<file path="config.mk">
export PLATFORM = sky130hd
export DESIGN_NAME = spi_responder
export DESIGN_NICKNAME = d
export VERILOG_FILES = /design/src/rtl/spi_responder.sv
export SDC_FILE = /design/constraint.sdc
export NUM_CORES = 1
export LEC_CHECK = 0
export ABC_AREA = 1
export ABC_CLOCK_PERIOD_IN_PS = 2450
export BUFFER_PORTS_ARGS = -buffer_cell sky130_fd_sc_hd__buf_2
export CAP_MARGIN = 0
export CELL_PAD_IN_SITES_DETAIL_PLACEMENT = 0
export CELL_PAD_IN_SITES_GLOBAL_PLACEMENT = 1
export CORE_AREA = 2 2 73 68
export DETAILED_ROUTE_END_ITERATION = 8
export DIE_AREA = 0 0 75 70
export PLACE_DENSITY = 0.8
export SLEW_MARGIN = 30
export SYNTH_ARGS = -nofsm -noshare
export SYNTH_HDL_FRONTEND = slang
export SYNTH_SLANG_ARGS = --single-unit
</file>
<file path="constraint.sdc">
create_clock -name clk -period 2.45 [get_ports clk]
set_input_delay 0.245 -clock clk [delete_from_list [all_inputs] [get_ports clk]]
set_output_delay 0.245 -clock clk [all_outputs]
set_load 0.02 [all_outputs]
</file>
<file path="src/rtl/spi_responder.sv">
// spi_responder: SPI mode 3 (CPOL=1, CPHA=1) byte responder, MSB first.
// SPI_CLK, SPI_EN and SPI_MOSI are sampled through SYNC_STAGES flops on clk.
// A one-byte holding buffer feeds the TX shift register at each frame start and byte boundary.
// Optional macro SPI_RESPONDER_STATUS_EN enables the sticky rx_overrun/tx_underrun flags.
module spi_responder #(
    parameter int unsigned SYNC_STAGES = 2
) (
    input  logic       clk,
    input  logic       rst_n,
    input  logic       SPI_CLK,
    input  logic       SPI_EN,
    input  logic       SPI_MOSI,
    output logic       SPI_MISO,
    output logic       SPI_MISO_OE,
    input  logic [7:0] tx_data,
    input  logic       tx_valid,
    output logic       tx_ready,
    output logic [7:0] rx_data,
    output logic       rx_valid,
    output logic       rx_overrun,
    output logic       tx_underrun,
    input  logic       status_clr
);

    localparam int unsigned CNT_W  = 3;
    localparam logic [0:0] ST_IDLE   = 1'b0;
    localparam logic [0:0] ST_ACTIVE = 1'b1;

    logic [SYNC_STAGES-1:0] r_sclk_sync;
    logic [SYNC_STAGES-1:0] r_en_sync;
    logic [SYNC_STAGES-1:0] r_mosi_sync;
    logic [SYNC_STAGES-1:0] r_sync_vld;
    logic                   r_sclk_prev;
    logic                   r_en_prev;
    logic                   r_armed;
    logic [0:0]             r_state;
    logic [0:0]             w_state_next;
    logic [CNT_W-1:0]       r_bit_cnt;
    logic [6:0]             r_rx_shift;
    logic [7:0]             r_rx_data;
    logic                   r_rx_valid;
    logic [7:0]             r_tx_shift;
    logic [7:0]             r_buf;
    logic                   r_tx_ready;
    logic                   r_miso;
    logic                   r_miso_oe;

    logic w_sclk;
    logic w_en;
    logic w_mosi;
    logic w_sclk_rise;
    logic w_sclk_fall;
    logic w_en_fall;
    logic w_en_rise;
    logic w_active;
    logic w_byte_done;
    logic w_load;
    logic w_accept;

    // Input synchronizers; r_sync_vld marks when the pipes hold real input samples.
    always_ff @(posedge clk or negedge rst_n) begin
        if (!rst_n) begin
            r_sclk_sync <= '1;
            r_en_sync   <= '1;
            r_mosi_sync <= '0;
            r_sync_vld  <= '0;
        end else begin
            r_sclk_sync <= {r_sclk_sync[SYNC_STAGES-2:0], SPI_CLK};
            r_en_sync   <= {r_en_sync[SYNC_STAGES-2:0], SPI_EN};
            r_mosi_sync <= {r_mosi_sync[SYNC_STAGES-2:0], SPI_MOSI};
            r_sync_vld  <= {r_sync_vld[SYNC_STAGES-2:0], 1'b1};
        end
    end

    assign w_sclk = r_sclk_sync[SYNC_STAGES-1];
    assign w_en   = r_en_sync[SYNC_STAGES-1];
    assign w_mosi = r_mosi_sync[SYNC_STAGES-1];

    // Edge history; a frame may only start after SPI_EN has been seen deasserted since reset.
    always_ff @(posedge clk or negedge rst_n) begin
        if (!rst_n) begin
            r_sclk_prev <= 1'b1;
            r_en_prev   <= 1'b1;
            r_armed     <= 1'b0;
        end else begin
            r_sclk_prev <= w_sclk;
            r_en_prev   <= w_en;
            r_armed     <= r_armed | (r_sync_vld[SYNC_STAGES-1] & w_en);
        end
    end

    assign w_sclk_rise = ~r_sclk_prev & w_sclk;
    assign w_sclk_fall = r_sclk_prev & ~w_sclk;
    assign w_en_fall   = r_armed & r_en_prev & ~w_en;
    assign w_en_rise   = ~r_en_prev & w_en;

    // State register.
    always_ff @(posedge clk or negedge rst_n) begin
        if (!rst_n) begin
            r_state <= ST_IDLE;
        end else begin
            r_state <= w_state_next;
        end
    end

    // Next-state logic.
    always_comb begin
        w_state_next = r_state;
        case (r_state)
            ST_IDLE:   if (w_en_fall) w_state_next = ST_ACTIVE;
            ST_ACTIVE: if (w_en_rise) w_state_next = ST_IDLE;
            default:   w_state_next = ST_IDLE;
        endcase
    end

    assign w_active    = (r_state == ST_ACTIVE) && !w_en_rise;
    assign w_byte_done = w_active && w_sclk_rise && (r_bit_cnt == 3'd7);
    assign w_load      = ((r_state == ST_IDLE) && w_en_fall) || w_byte_done;
    assign w_accept    = tx_valid && r_tx_ready;

    // Holding buffer and TX shift register; an accept in a load cycle refills after the load.
    always_ff @(posedge clk or negedge rst_n) begin
        if (!rst_n) begin
            r_buf      <= 8'h00;
            r_tx_ready <= 1'b1;
            r_tx_shift <= 8'hFF;
        end else begin
            if (w_accept) begin
                r_buf      <= tx_data;
                r_tx_ready <= 1'b0;
            end else if (w_load) begin
                r_tx_ready <= 1'b1;
            end
            if (w_load) begin
                r_tx_shift <= r_tx_ready ? 8'hFF : r_buf;
            end else if (w_active && w_sclk_fall) begin
                r_tx_shift <= {r_tx_shift[6:0], 1'b1};
            end
        end
    end

    // MISO driver: next bit on each SPI_CLK fall, idle high whenever not selected.
    always_ff @(posedge clk or negedge rst_n) begin
        if (!rst_n) begin
            r_miso    <= 1'b1;
            r_miso_oe <= 1'b0;
        end else begin
            r_miso_oe <= (w_state_next == ST_ACTIVE);
            if (w_state_next != ST_ACTIVE) begin
                r_miso <= 1'b1;
            end else if (w_active && w_sclk_fall) begin
                r_miso <= r_tx_shift[7];
            end
        end
    end

    // RX shift and bit counter; a deselect mid-byte drops the partial byte.
    always_ff @(posedge clk or negedge rst_n) begin
        if (!rst_n) begin
            r_bit_cnt  <= '0;
            r_rx_shift <= '0;
            r_rx_data  <= 8'h00;
            r_rx_valid <= 1'b0;
        end else begin
            r_rx_valid <= 1'b0;
            if ((r_state == ST_ACTIVE) && w_en_rise) begin
                r_bit_cnt <= '0;
            end else if (w_active && w_sclk_rise) begin
                r_rx_shift <= {r_rx_shift[5:0], w_mosi};
                r_bit_cnt  <= r_bit_cnt + 3'd1;
                if (r_bit_cnt == 3'd7) begin
                    r_rx_data  <= {r_rx_shift, w_mosi};
                    r_rx_valid <= 1'b1;
                end
            end
        end
    end

    assign SPI_MISO    = r_miso;
    assign SPI_MISO_OE = r_miso_oe;
    assign tx_ready    = r_tx_ready;
    assign rx_data     = r_rx_data;
    assign rx_valid    = r_rx_valid;

`ifdef SPI_RESPONDER_STATUS_EN
    logic r_rx_pending;
    logic r_rx_overrun;
    logic r_tx_underrun;

    // Sticky status; status_clr acknowledges the last byte, and a set beats a same-cycle clear.
    always_ff @(posedge clk or negedge rst_n) begin
        if (!rst_n) begin
            r_rx_pending  <= 1'b0;
            r_rx_overrun  <= 1'b0;
            r_tx_underrun <= 1'b0;
        end else begin
            if (w_byte_done) begin
                r_rx_pending <= 1'b1;
            end else if (status_clr) begin
                r_rx_pending <= 1'b0;
            end
            if (w_byte_done && r_rx_pending) begin
                r_rx_overrun <= 1'b1;
            end else if (status_clr) begin
                r_rx_overrun <= 1'b0;
            end
            if (w_load && r_tx_ready) begin
                r_tx_underrun <= 1'b1;
            end else if (status_clr) begin
                r_tx_underrun <= 1'b0;
            end
        end
    end

    assign rx_overrun  = r_rx_overrun;
    assign tx_underrun = r_tx_underrun;
`else
    logic w_unused_status;
    assign w_unused_status = status_clr;
    assign rx_overrun      = 1'b0;
    assign tx_underrun     = 1'b0;
`endif

endmodule

</file>
==> impl_metrics.py <==
metrics = {
    "global_route": {
        "antenna_found_initial": 0,
        "track_usage_pct": 15.1,
        "grt_max_degree": 20,
        "grt_overflow": 0,
        "first_global_vias": 1303,
        "grt_pass1_wl_mm": 6.04,
    },
    "critical_path": {
        "cp-start-kind": "flip-flop",
        "crit_type": "reg2reg",
        "rr_worst_depth": 5,
        "crit_fanout": 12,
        "cp-end-kind": "flip-flop",
        "worstPathRequired_ps": 2640,
        "arrival_ps": 1910,
    },
    "yosys": {
        "ys_seq_elements": 49,
        "syn_inst": 196,
        "synth-seq-area-share_pct": 62.8,
        "synth_area_leaders": "dfrtp_1, dfstp_2, nand2_1, nand3_1, nand4_1",
        "yosys.area.top_type": "dfrtp_1",
        "async_flop_share_pct": 100,
        "synth.top_cell.area_share_pct": 41.6,
        "synth_common_cells": "nand2_1, dfrtp_1, dfstp_2",
        "syn-cell-area_sq_mm": 0.00198,
        "yosysMostFrequentCell": "nand2_1",
        "synth_cell_type_count": 25,
        "synth_edf_count": 0,
        "synth_warnings": 0,
        "synth-main-ff-cell": "dfrtp_1",
        "post_synth.cell_area_avg_sq_um": 10.1,
    },
    "final_layout": {
        "fin_util_pct": 49.6,
        "area_growth_pct": 14.8,
        "fin_nets": 243,
        "final_cells": 292,
        "drive_gt1_share_pct": 28.6,
        "fill_cells": 448,
        "num_antenna_cells": 0,
    },
    "die": {
        "core_sq_mm": 0.00459,
        "fp.dieW_microns": 75,
        "core.rowCount": 24,
        "fp.dieArea_sq_mm": 0.00525,
        "start_util_pct": 43.2,
        "die_h_microns": 70,
        "top_level_ports": 29,
    },
    "hold_path": {
        "holdCritPathClass": "in2reg",
        "hold_path_depth": 1,
    },
    "clock_tree": {
        "cts_resized": 0,
        "cts_buffer_depth": 2,
        "numCtsBuffers": 5,
        "cts_tree": "done",
        "htree_levels": 2,
        "hold_buffers": 1,
        "clkLatencyLatePin_ps": 300,
        "cts_setup_buffers": 0,
        "cts_root_buf": "clkbuf_8",
        "clk_pin_slew_ps": 80,
        "clock_sinks": 49,
    },
    "route": {
        "num_vias": 1357,
        "routed_wire_length_per_instance_microns": 11.4,
        "drt_iter0_markers": 64,
        "drc": 0,
        "via_per_inst": 4.65,
        "ant_nets": 0,
        "totalWireLength_mm": 3.34,
        "first_pass_iters": 4,
    },
    "power": {
        "vdd_ir_drop_max_uv": 363,
        "p_int_mw": 1.50,
        "combPwrFrac_pct": 19.2,
        "power_switching_mw": 0.572,
        "p_clk_share_pct": 24.2,
        "p_per_area_mw_per_mm2": 911,
        "swShare_pct": 27.6,
        "p_leak_nw": 1.20,
        "seqPwrFrac_pct": 56.6,
    },
    "sta": {
        "fin_skew_ps": 7.26,
        "setup_viol": 0,
        "finalCritPeriodShare_pct": 70.5,
        "setup_tns_ps": 0,
        "maxSlewViolCount": 0,
        "max_freq_ghz": 0.579,
        "rsz0062_at_grt": "false",
        "period_needed_ps": 1730,
        "hold_viol": 0,
        "fin_ws_ps": 722,
    },
    "place": {
        "detailed_place_hpwl_mm": 2.33,
        "post-place-cells": 283,
        "place_congestion": 0.741,
        "io_buffers": 25,
        "dp_slack_ps": 736,
    },
    "job": {
        "drv_cap": 0,
    },
    "outcome": {
        "outcome": "finished, final reports clean",
    },
}
-- power by group through the flow --
stage	Clock, mW	Combinational [mW]	Sequential (mW)
5_1_grt	0.550	0.463	1.20
6_report	0.502	0.399	1.17
2_1_floorplan	0	0.307	1.17
4_1_cts	0.522	0.408	1.17
3_5_place_dp	0	0.403	1.18
3_3_place_gp	0	0.387	1.18
-- per-stage QoR --
| step | hold slack (ps) | area [sq um] | power (mW) |
|---|---|---|---|
| 2_1_floorplan | -50.6 | 1990 | 1.48 |
| 3_3_place_gp | 188 | 2170 | 1.57 |
| 3_5_place_dp | 187 | 2170 | 1.59 |
| 4_1_cts | 30.8 | 2280 | 2.10 |
| 5_1_grt | 22.0 | 2280 | 2.22 |
| 6_report | 43.3 | 2280 | 2.07 |
-- per-layer routing --
| metal | vias up | routed length [microns] | track usage [%] |
|---|---|---|---|
| met5 | - | 0 | 0 |
| met4 | 0 | 62 | 5.95 |
| met3 | 7 | 128 | 4.47 |
| met2 | 21 | 1560 | 21.7 |
| met1 | 652 | 1590 | 21.5 |
| li1 | 677 | - | - |
-- path summary, 6_finish.rpt --
| path | startpoint | slack (ps) | endpoint |
|---|---|---|---|
| worst max register to register | r_en_sync[1] | 720 | r_rx_shift[3] |
| worst min register to register | r_sclk_sync[0] | 360 | r_sclk_sync[1] |
| worst min-delay path | SPI_EN | 40 | r_en_sync[0] |
| min in group asynchronous | rst_n | 400 | r_rx_shift[5] |
| max in group asynchronous | rst_n | 1410 | SPI_MISO |
| worst max-delay path | r_en_sync[1] | 720 | r_rx_shift[3] |
-- flip-flops by register name, indices dropped and copies added (netlist names), 2 cells and up --
register and count:
r_bit_cnt 3, r_buf 8, r_en_sync 2, r_mosi_sync 2, r_rx_shift 7, r_sclk_sync 2
r_sync_vld 2, r_tx_shift 8, rx_data 8
-- cells in the final DEF (no fill, tap or decap), types with 4 or more instances in the layout --
cell / count
dfstp_2: 16
nor2_1: 5
nand3_1: 15
a21oi_1: 4
nand4_1: 8
or2_2: 4
inv_1: 12
nand2_1: 74
dfrtp_1: 33
clkbuf_8: 7
buf_2: 25
-- layout make-up --
| class | instances | area [sq um] | area share, % |
|---|---|---|---|
| multi-input cells | 128 | 646 | 28.4 |
| flip-flops and latches | 49 | 1250 | 54.7 |
| clock inverters | 1 | 5.00 | 0.220 |
| inverters | 14 | 52.6 | 2.31 |
| well taps | 65 | 81.3 | 3.57 |
| repair buffers | 28 | 150 | 6.59 |
| clock buffers | 7 | 96.3 | 4.23 |
-- critical path: stages, from the launching register on --
cell	delay [ps]
dfstp_2	580
nand2_2	100
nand3_1	360
clkinv_1	370
nand2_1	140
nand2_1	50
-- kinds of logic (layout without fill, tap and decap cells) --
family                     count (synthesis)  after routing  share of synthesized area [%]
and+or+nand+nor                          111            111                           25.4
DFF                                       49             49                           62.8
buffers and inverters                     20             50                           4.85
AOI/OAI and AO/OA                          7              7                           1.89
muxes                                      5              5                           3.40
adders and majority gates                  2              2                           1.26
other                                      2              3                          0.378
(Power assumes the default switching activity.)
